### src/rtl/uart_ctrl.sv
// uart_ctrl: multi-cycle controller for the board's parallel UART, which shares
// the RAM1 data bus. One access per request. Data register 0xBF00 (sel=0) and
// status register 0xBF01 (sel=1).
//
// Optional feature macro: UART_RX_FIFO_EN
//   Adds an RX_DEPTH-entry receive FIFO that is drained from the chip in the
//   background while IDLE. The default build (macro undefined) reads the chip
//   directly on every data read.
//
// Handshake: uci_req is a level held by the mem stage. While uco_busy=1 the
// pipeline stalls. The access ends with a one-cycle uco_done pulse, and
// uco_rdata is valid in that cycle. The mem stage drops uci_req in the done
// cycle. uci_req is sampled only in IDLE.
//
// Ports:
//   uci_clk, uci_rst            clock, asynchronous active-low reset
//   uci_req/we/sel/wdata        request from the mem stage
//   uco_rdata/done/busy         result, completion pulse, stall request
//   uci_uart_tbre/tsre/data_ready  UART status pins
//   uco_uart_wrn/rdn            UART strobes, active-low
//   uco_bus_oe/bus_wdata        RAM1 data bus drive enable and value
//   uci_bus_rdata               RAM1 data bus sample
//   uco_ram1_en                 RAM1 chip enable, active-low, always disabled here
//   uco_dbg_state               current FSM state, for checkers
module uart_ctrl #(
  parameter int WR_PULSE = 2,
  parameter int RD_PULSE = 2,
  parameter int RX_DEPTH = 4
) (
  input  logic        uci_clk,
  input  logic        uci_rst,
  input  logic        uci_req,
  input  logic        uci_we,
  input  logic        uci_sel,
  input  logic [15:0] uci_wdata,
  output logic [15:0] uco_rdata,
  output logic        uco_done,
  output logic        uco_busy,
  input  logic        uci_uart_tbre,
  input  logic        uci_uart_tsre,
  input  logic        uci_uart_data_ready,
  output logic        uco_uart_wrn,
  output logic        uco_uart_rdn,
  output logic        uco_bus_oe,
  output logic [15:0] uco_bus_wdata,
  input  logic [15:0] uci_bus_rdata,
  output logic        uco_ram1_en,
  output logic [2:0]  uco_dbg_state
);

  typedef enum logic [2:0] {
    S_IDLE    = 3'd0,
    S_WR_STB  = 3'd1,
    S_WR_TBRE = 3'd2,
    S_WR_TSRE = 3'd3,
    S_RD_STB  = 3'd4,
    S_RD_SMP  = 3'd5,
    S_DONE    = 3'd6
  } state_t;

  localparam logic [3:0] WR_LAST = 4'(WR_PULSE - 1);
  localparam logic [3:0] RD_LAST = 4'(RD_PULSE - 1);

  state_t      state_q, state_d;
  logic [3:0]  cnt_q;
  logic [15:0] rdata_q;
  logic [7:0]  wbyte_q;
  logic        tx_ready;
  logic        rx_flag;
  logic        data_req;

  // Upper bus/write bytes are never used by a byte-wide UART.
  logic unused_bits;
  assign unused_bits = ^{uci_wdata[15:8], uci_bus_rdata[15:8], 1'(RX_DEPTH)};

  assign tx_ready = uci_uart_tbre & uci_uart_tsre;
  assign data_req = uci_req & ~uci_we & ~uci_sel;

`ifdef UART_RX_FIFO_EN
  localparam int AW = $clog2(RX_DEPTH);

  logic [7:0]  fifo_mem [RX_DEPTH];
  logic [AW:0] wr_ptr, rd_ptr;
  logic        fifo_empty, fifo_full;
  logic        auto_q;
  logic        push, pop;

  assign fifo_empty = (wr_ptr == rd_ptr);
  assign fifo_full  = (wr_ptr[AW] != rd_ptr[AW]) && (wr_ptr[AW-1:0] == rd_ptr[AW-1:0]);
  // A background chip read ends in RD_SMP with auto_q set; a host data read pops in IDLE.
  assign push       = (state_q == S_RD_SMP) && auto_q;
  assign pop        = (state_q == S_IDLE) && data_req && !fifo_empty;
  assign rx_flag    = !fifo_empty;

  always_ff @(posedge uci_clk or negedge uci_rst) begin
    if (!uci_rst) begin
      wr_ptr <= '0;
      rd_ptr <= '0;
      auto_q <= 1'b0;
    end else begin
      if (push) wr_ptr <= wr_ptr + 1'b1;
      if (pop)  rd_ptr <= rd_ptr + 1'b1;
      // Decided every IDLE cycle; a request always wins over a background read.
      if (state_q == S_IDLE)
        auto_q <= !uci_req && uci_uart_data_ready && !fifo_full;
    end
  end

  always_ff @(posedge uci_clk) begin
    if (push) fifo_mem[wr_ptr[AW-1:0]] <= uci_bus_rdata[7:0];
  end
`else
  assign rx_flag = uci_uart_data_ready;
`endif

  // State register, strobe counter and result registers.
  always_ff @(posedge uci_clk or negedge uci_rst) begin
    if (!uci_rst) begin
      state_q <= S_IDLE;
      cnt_q   <= '0;
      rdata_q <= '0;
      wbyte_q <= '0;
    end else begin
      state_q <= state_d;
      // Counter restarts on every state change, so it is zero on strobe entry.
      if (state_d != state_q) cnt_q <= '0;
      else if (state_q == S_WR_STB || state_q == S_RD_STB) cnt_q <= cnt_q + 4'd1;

      if (state_q == S_IDLE && uci_req) begin
        if (uci_sel) begin
          rdata_q <= {14'b0, rx_flag, tx_ready};
        end else if (uci_we) begin
          wbyte_q <= uci_wdata[7:0];
        end else begin
`ifdef UART_RX_FIFO_EN
          rdata_q <= fifo_empty ? 16'h0000 : {8'h00, fifo_mem[rd_ptr[AW-1:0]]};
`else
          if (!uci_uart_data_ready) rdata_q <= 16'h0000;
`endif
        end
      end
`ifdef UART_RX_FIFO_EN
      if (state_q == S_RD_SMP && !auto_q) rdata_q <= {8'h00, uci_bus_rdata[7:0]};
`else
      if (state_q == S_RD_SMP) rdata_q <= {8'h00, uci_bus_rdata[7:0]};
`endif
    end
  end

  // Next-state logic.
  always_comb begin
    state_d = state_q;
    case (state_q)
      S_IDLE: begin
        if (uci_req) begin
          if (uci_sel)     state_d = S_DONE;
          else if (uci_we) state_d = S_WR_STB;
`ifdef UART_RX_FIFO_EN
          else             state_d = S_DONE;
        end else if (uci_uart_data_ready && !fifo_full) begin
          state_d = S_RD_STB;
`else
          else if (uci_uart_data_ready) state_d = S_RD_STB;
          else             state_d = S_DONE;
`endif
        end
      end
      S_WR_STB:  if (cnt_q == WR_LAST) state_d = S_WR_TBRE;
      S_WR_TBRE: if (uci_uart_tbre)    state_d = S_WR_TSRE;
      S_WR_TSRE: if (uci_uart_tsre)    state_d = S_DONE;
      S_RD_STB:  if (cnt_q == RD_LAST) state_d = S_RD_SMP;
`ifdef UART_RX_FIFO_EN
      S_RD_SMP:  state_d = auto_q ? S_IDLE : S_DONE;
`else
      S_RD_SMP:  state_d = S_DONE;
`endif
      S_DONE:    state_d = S_IDLE;
      default:   state_d = S_IDLE;
    endcase
  end

  // Outputs decoded from the state register, so reset releases them at once.
  always_comb begin
    uco_uart_wrn  = (state_q != S_WR_STB);
    uco_uart_rdn  = (state_q != S_RD_STB);
    uco_bus_oe    = (state_q == S_WR_STB);
    uco_bus_wdata = {8'h00, wbyte_q};
    uco_done      = (state_q == S_DONE);
    uco_rdata     = rdata_q;
    uco_ram1_en   = 1'b1;
    uco_dbg_state = state_q;
    uco_busy      = (state_q != S_IDLE && state_q != S_DONE) ||
                    (uci_req && state_q == S_IDLE);
`ifdef UART_RX_FIFO_EN
    // A background read only stalls the pipeline if a request is waiting on it.
    if (auto_q && (state_q == S_RD_STB || state_q == S_RD_SMP))
      uco_busy = uci_req;
`endif
  end

endmodule

### config.mk
export PLATFORM = sky130hd
export DESIGN_NAME = uart_ctrl
export DESIGN_NICKNAME = d
export VERILOG_FILES = /design/src/rtl/uart_ctrl.sv
export SDC_FILE = /design/constraint.sdc
export NUM_CORES = 1
export LEC_CHECK = 0
export CAP_MARGIN = 0
export CORE_UTILIZATION = 39
export DETAILED_ROUTE_END_ITERATION = 12
export GPL_TIMING_DRIVEN = 1
export PLACE_DENSITY = 0.81
export RECOVER_POWER = 25
export SYNTH_ARGS = -nofsm -noshare
export SYNTH_HDL_FRONTEND = slang
export SYNTH_SLANG_ARGS = --single-unit
### constraint.sdc
create_clock -name uci_clk -period 2.45 [get_ports uci_clk]
set_input_delay 0.49 -clock uci_clk [delete_from_list [all_inputs] [get_ports uci_clk]]
set_output_delay 0.49 -clock uci_clk [all_outputs]
set_load 0.05 [all_outputs]
==> metrics.md <==
| Metric | Value |
|---|---|
| RR Startpoint | uco_dbg_state[0] |
| Setup crit start | uco_dbg_state[0] |
| Net count reported at finish | 213 |
| Slew Limit Fails | 0 |
| Fmax | 0.431 GHz |
| # DRC | 0 |
| I/O Buffers | 47 |
| Synth Register Bits | 23 |
| Crit path kind | reg -> out |
| Pwr Density | 1400 mW/mm^2 |
| First-pass GRT wire length | around 4600 um |
| Fin area | 0.00176 mm^2 |
| Synthesis Warnings | 0 |
| Outcome | complete, no violations |
| Fraction of registers with async set/reset | 1.00 |
| Setup Slack @ Placement | roughly 0.33 ns |
| Initial antenna violation count | 0 |
| Synth Cell Area | 0.00128 mm^2 |
| Routed length on met2 | around 1300 um |
| Slowest stage delay, CP | 0.90 ns |
| Antenna viol nets, final | 0 |
| Layout cells sized above 1 | 0.141 |
| Met3 wire length | 259 um |
| Clock Tree Buf Depth | 2 |
| Cts bufs inserted | 3 |
| Largest net degree at the start of global routing | 24 |
| H-tree lvl count | 1 |
| Post-detailed-route wirelength per cell | 12.7 um |
| Seq/Total Area, Yosys | 0.450 |
| Post-route setup slack | 0.128 ns |
| WP data arrival | 1.83 ns |
| Worst path required time | 1.96 ns |
| Tcrit/Tclk final | 0.948 |
| Largest delay share family, worst path | buffers and inverters |
| Die extent in y | 59.3 um |
| GRT Total Usage | 0.173 |
| Crit Path Max Fanout | 11 |
| Synth unique cells | 35 |
| Hold path startpoint | wbyte_q[2] |
| Final hold violations | 0 |
| Top Metal Used | met4 |
| DP Area | 0.00174 mm^2 |
| Grt ovf | 0 |
| Crit path launch type | register |
| Synth-to-Final Area Change | 37.6% |
| TritonRoute pass-1 iters | 4 |
| Synth Area per Inst | 10.5 um^2 |
| HP Class | reg -> reg |
| Clock root buffer | clkbuf_4 |
| IO Count | 81 |
| # resized after CTS | 0 |
| Worst Path Buf+Inv | 1 |
| CP max stage cell | clkdlybuf4s50_1 |
| Reg clk slew, reported paths | 0.13 ns |
| EDFF count, synth | 0 |
| Vias in the first global route | roughly 1.0k |
| Full die area | about 0.0035 mm^2 |
| Clk sinks | 23 |
| Syn Inst Count | 122 |
| Rel. slew slack | 0.192 |
| RSZ-0062 raised after global routing | false |
| Actual slew at the worst max-slew pin | 1.21 ns |
| Die Width | roughly 59 um |
| Worst vdd ir | between 0.0006 and 0.0007 V |
| Max Cap Viol | 0 |
| Iteration-0 DRC Markers | 14 |
| DR vias | 1009 |
| Avg Vias per Cell | between 4 and 5 |
| Total negative setup slack | 0 ns |
| Final setup violation count | 0 |
| P_leak | 0.000776 uW |
| Total wire length | 2710 um |
| Fin crit period | 2.32 ns |
| Dpl hpwl | ~2100 um |
| CTS tree | done |
| Placeable Area | 0.00308 mm^2 |
| CP endpoint kind | primary output |
| Cell Rows | 20 |
| Clk_skew | 0.00393 ns |
| Initial Util | 0.415 |
| Top_reg_cell synth | dfrtp_1 |
| Worst path cell trace | clkdlybuf4s50_1 |
| Gpl congestion | ~0.8 |
| Clk Latency, worst-skew pair | roughly 0.31 ns |
| Cts hold-fix bufs | 0 |
| Ant diodes | 0 |
| Post-CTS Setup Repair Bufs | 0 |
| M1 wire length | 1150 um |
==> worst register-to-register path, delay by kind of cell (launching register included) <==
| kind | cells | cell delay, ns |
|---|---|---|
| compound gates | 3 | 0.57 |
| flops | 1 | 0.61 |
| simple gates | 1 | 0.47 |
==> area by class of cell <==
class                      instances  area (um^2)
timing repair buffer              51          497
clock inverter                     1         5.00
sequential                        23          576
multi-input combinational         87          586
inverter                           5         18.8
clock buffer                       3         22.5
tap                               44         55.1
fill                             271         1320
==> layout by cell type, fill, tap and decap left out, types with 2 or more instances in the layout <==
master,netlist,layout
a22o_1,6,6
o311ai_0,2,2
nor2_1,6,6
or3_1,2,2
nor2b_1,2,2
conb_1,2,17
nand2_1,6,6
dfrtp_1,23,23
mux2_2,8,8
xnor2_1,4,4
nand3_1,3,3
a21oi_1,3,3
o21ai_0,5,5
nand2b_1,2,2
clkbuf_4,0,3
inv_1,5,5
ha_1,2,2
nor3_1,4,4
nor3b_1,2,2
clkdlybuf4s50_1,0,41
buf_4,17,7
==> state kept, by name, summed over array words and instances (netlist names) <==
name	count
uco_rdata	8
uco_dbg_state	3
cnt_q	4
wbyte_q	8
==> final timing paths <==
check	slack [ns]	to	cells past startpoint
min	0.52	wbyte_q[2]	1
max reg2reg	0.68	uco_rdata[0]	4
min in group asynchronous	0.93	uco_rdata[3]	2
max	0.13	uco_dbg_state[0]	1
min reg2reg	0.52	wbyte_q[2]	1
max in group asynchronous	0.81	cnt_q[0]	2
==> cells by family after synthesis <==
logic type,after synthesis,synth area share
adders and majority gates,2,0.0196
xor gates and xnor gates,4,0.0274
and+or+nand+nor,32,0.150
AOI/OAI and AO/OA,24,0.141
DFF,23,0.450
other,2,0.00587
muxes,8,0.0705
buffers and inverters,27,0.136
==> power breakdown <==
group	switching (uW)	internal (uW)	leakage (uW)
sequential	111	538	0.000293
clock	120	61.0	0.0000177
combinational	1060	574	0.000465
==> stage by stage <==
stage | std cells | total power, uW | utilization | hold slack [ns]
after CTS | 214 | 2480 | 0.573 | 0.512
after detailed placement | 210 | 2290 | 0.564 | 0.481
final | 214 | 2460 | 0.572 | 0.523
after global routing | 214 | 2590 | 0.572 | 0.540
after floorplan | 137 | 1800 | - | 0.194
after global placement | 210 | 2250 | 0.564 | 0.483
==> synth_stat cells, types with 2 or more instances <==
cell type / number / area [um^2]
a21oi_1: 3 / 15.0
a22o_1: 6 / 52.6
buf_4: 17 / 128
clkbuf_1: 3 / 11.3
conb_1: 2 / 7.51
dfrtp_1: 23 / 576
ha_1: 2 / 25.0
inv_1: 5 / 18.8
mux2_2: 8 / 90.1
nand2_1: 6 / 22.5
nand2b_1: 2 / 12.5
nand3_1: 3 / 15.0
nor2_1: 6 / 22.5
nor2b_1: 2 / 12.5
nor3_1: 4 / 20.0
nor3b_1: 2 / 15.0
o21ai_0: 5 / 25.0
o311ai_0: 2 / 17.5
or3_1: 2 / 12.5
xnor2_1: 4 / 35.0
==> per-layer routing <==
layer / global-route usage / vias up
li1: - / 488
met1: 0.200 / 473
met2: 0.281 / 46
met3: 0.0611 / 2
met4: 0.0884 / 0
met5: 0 / -
(Power assumes the default switching activity.)
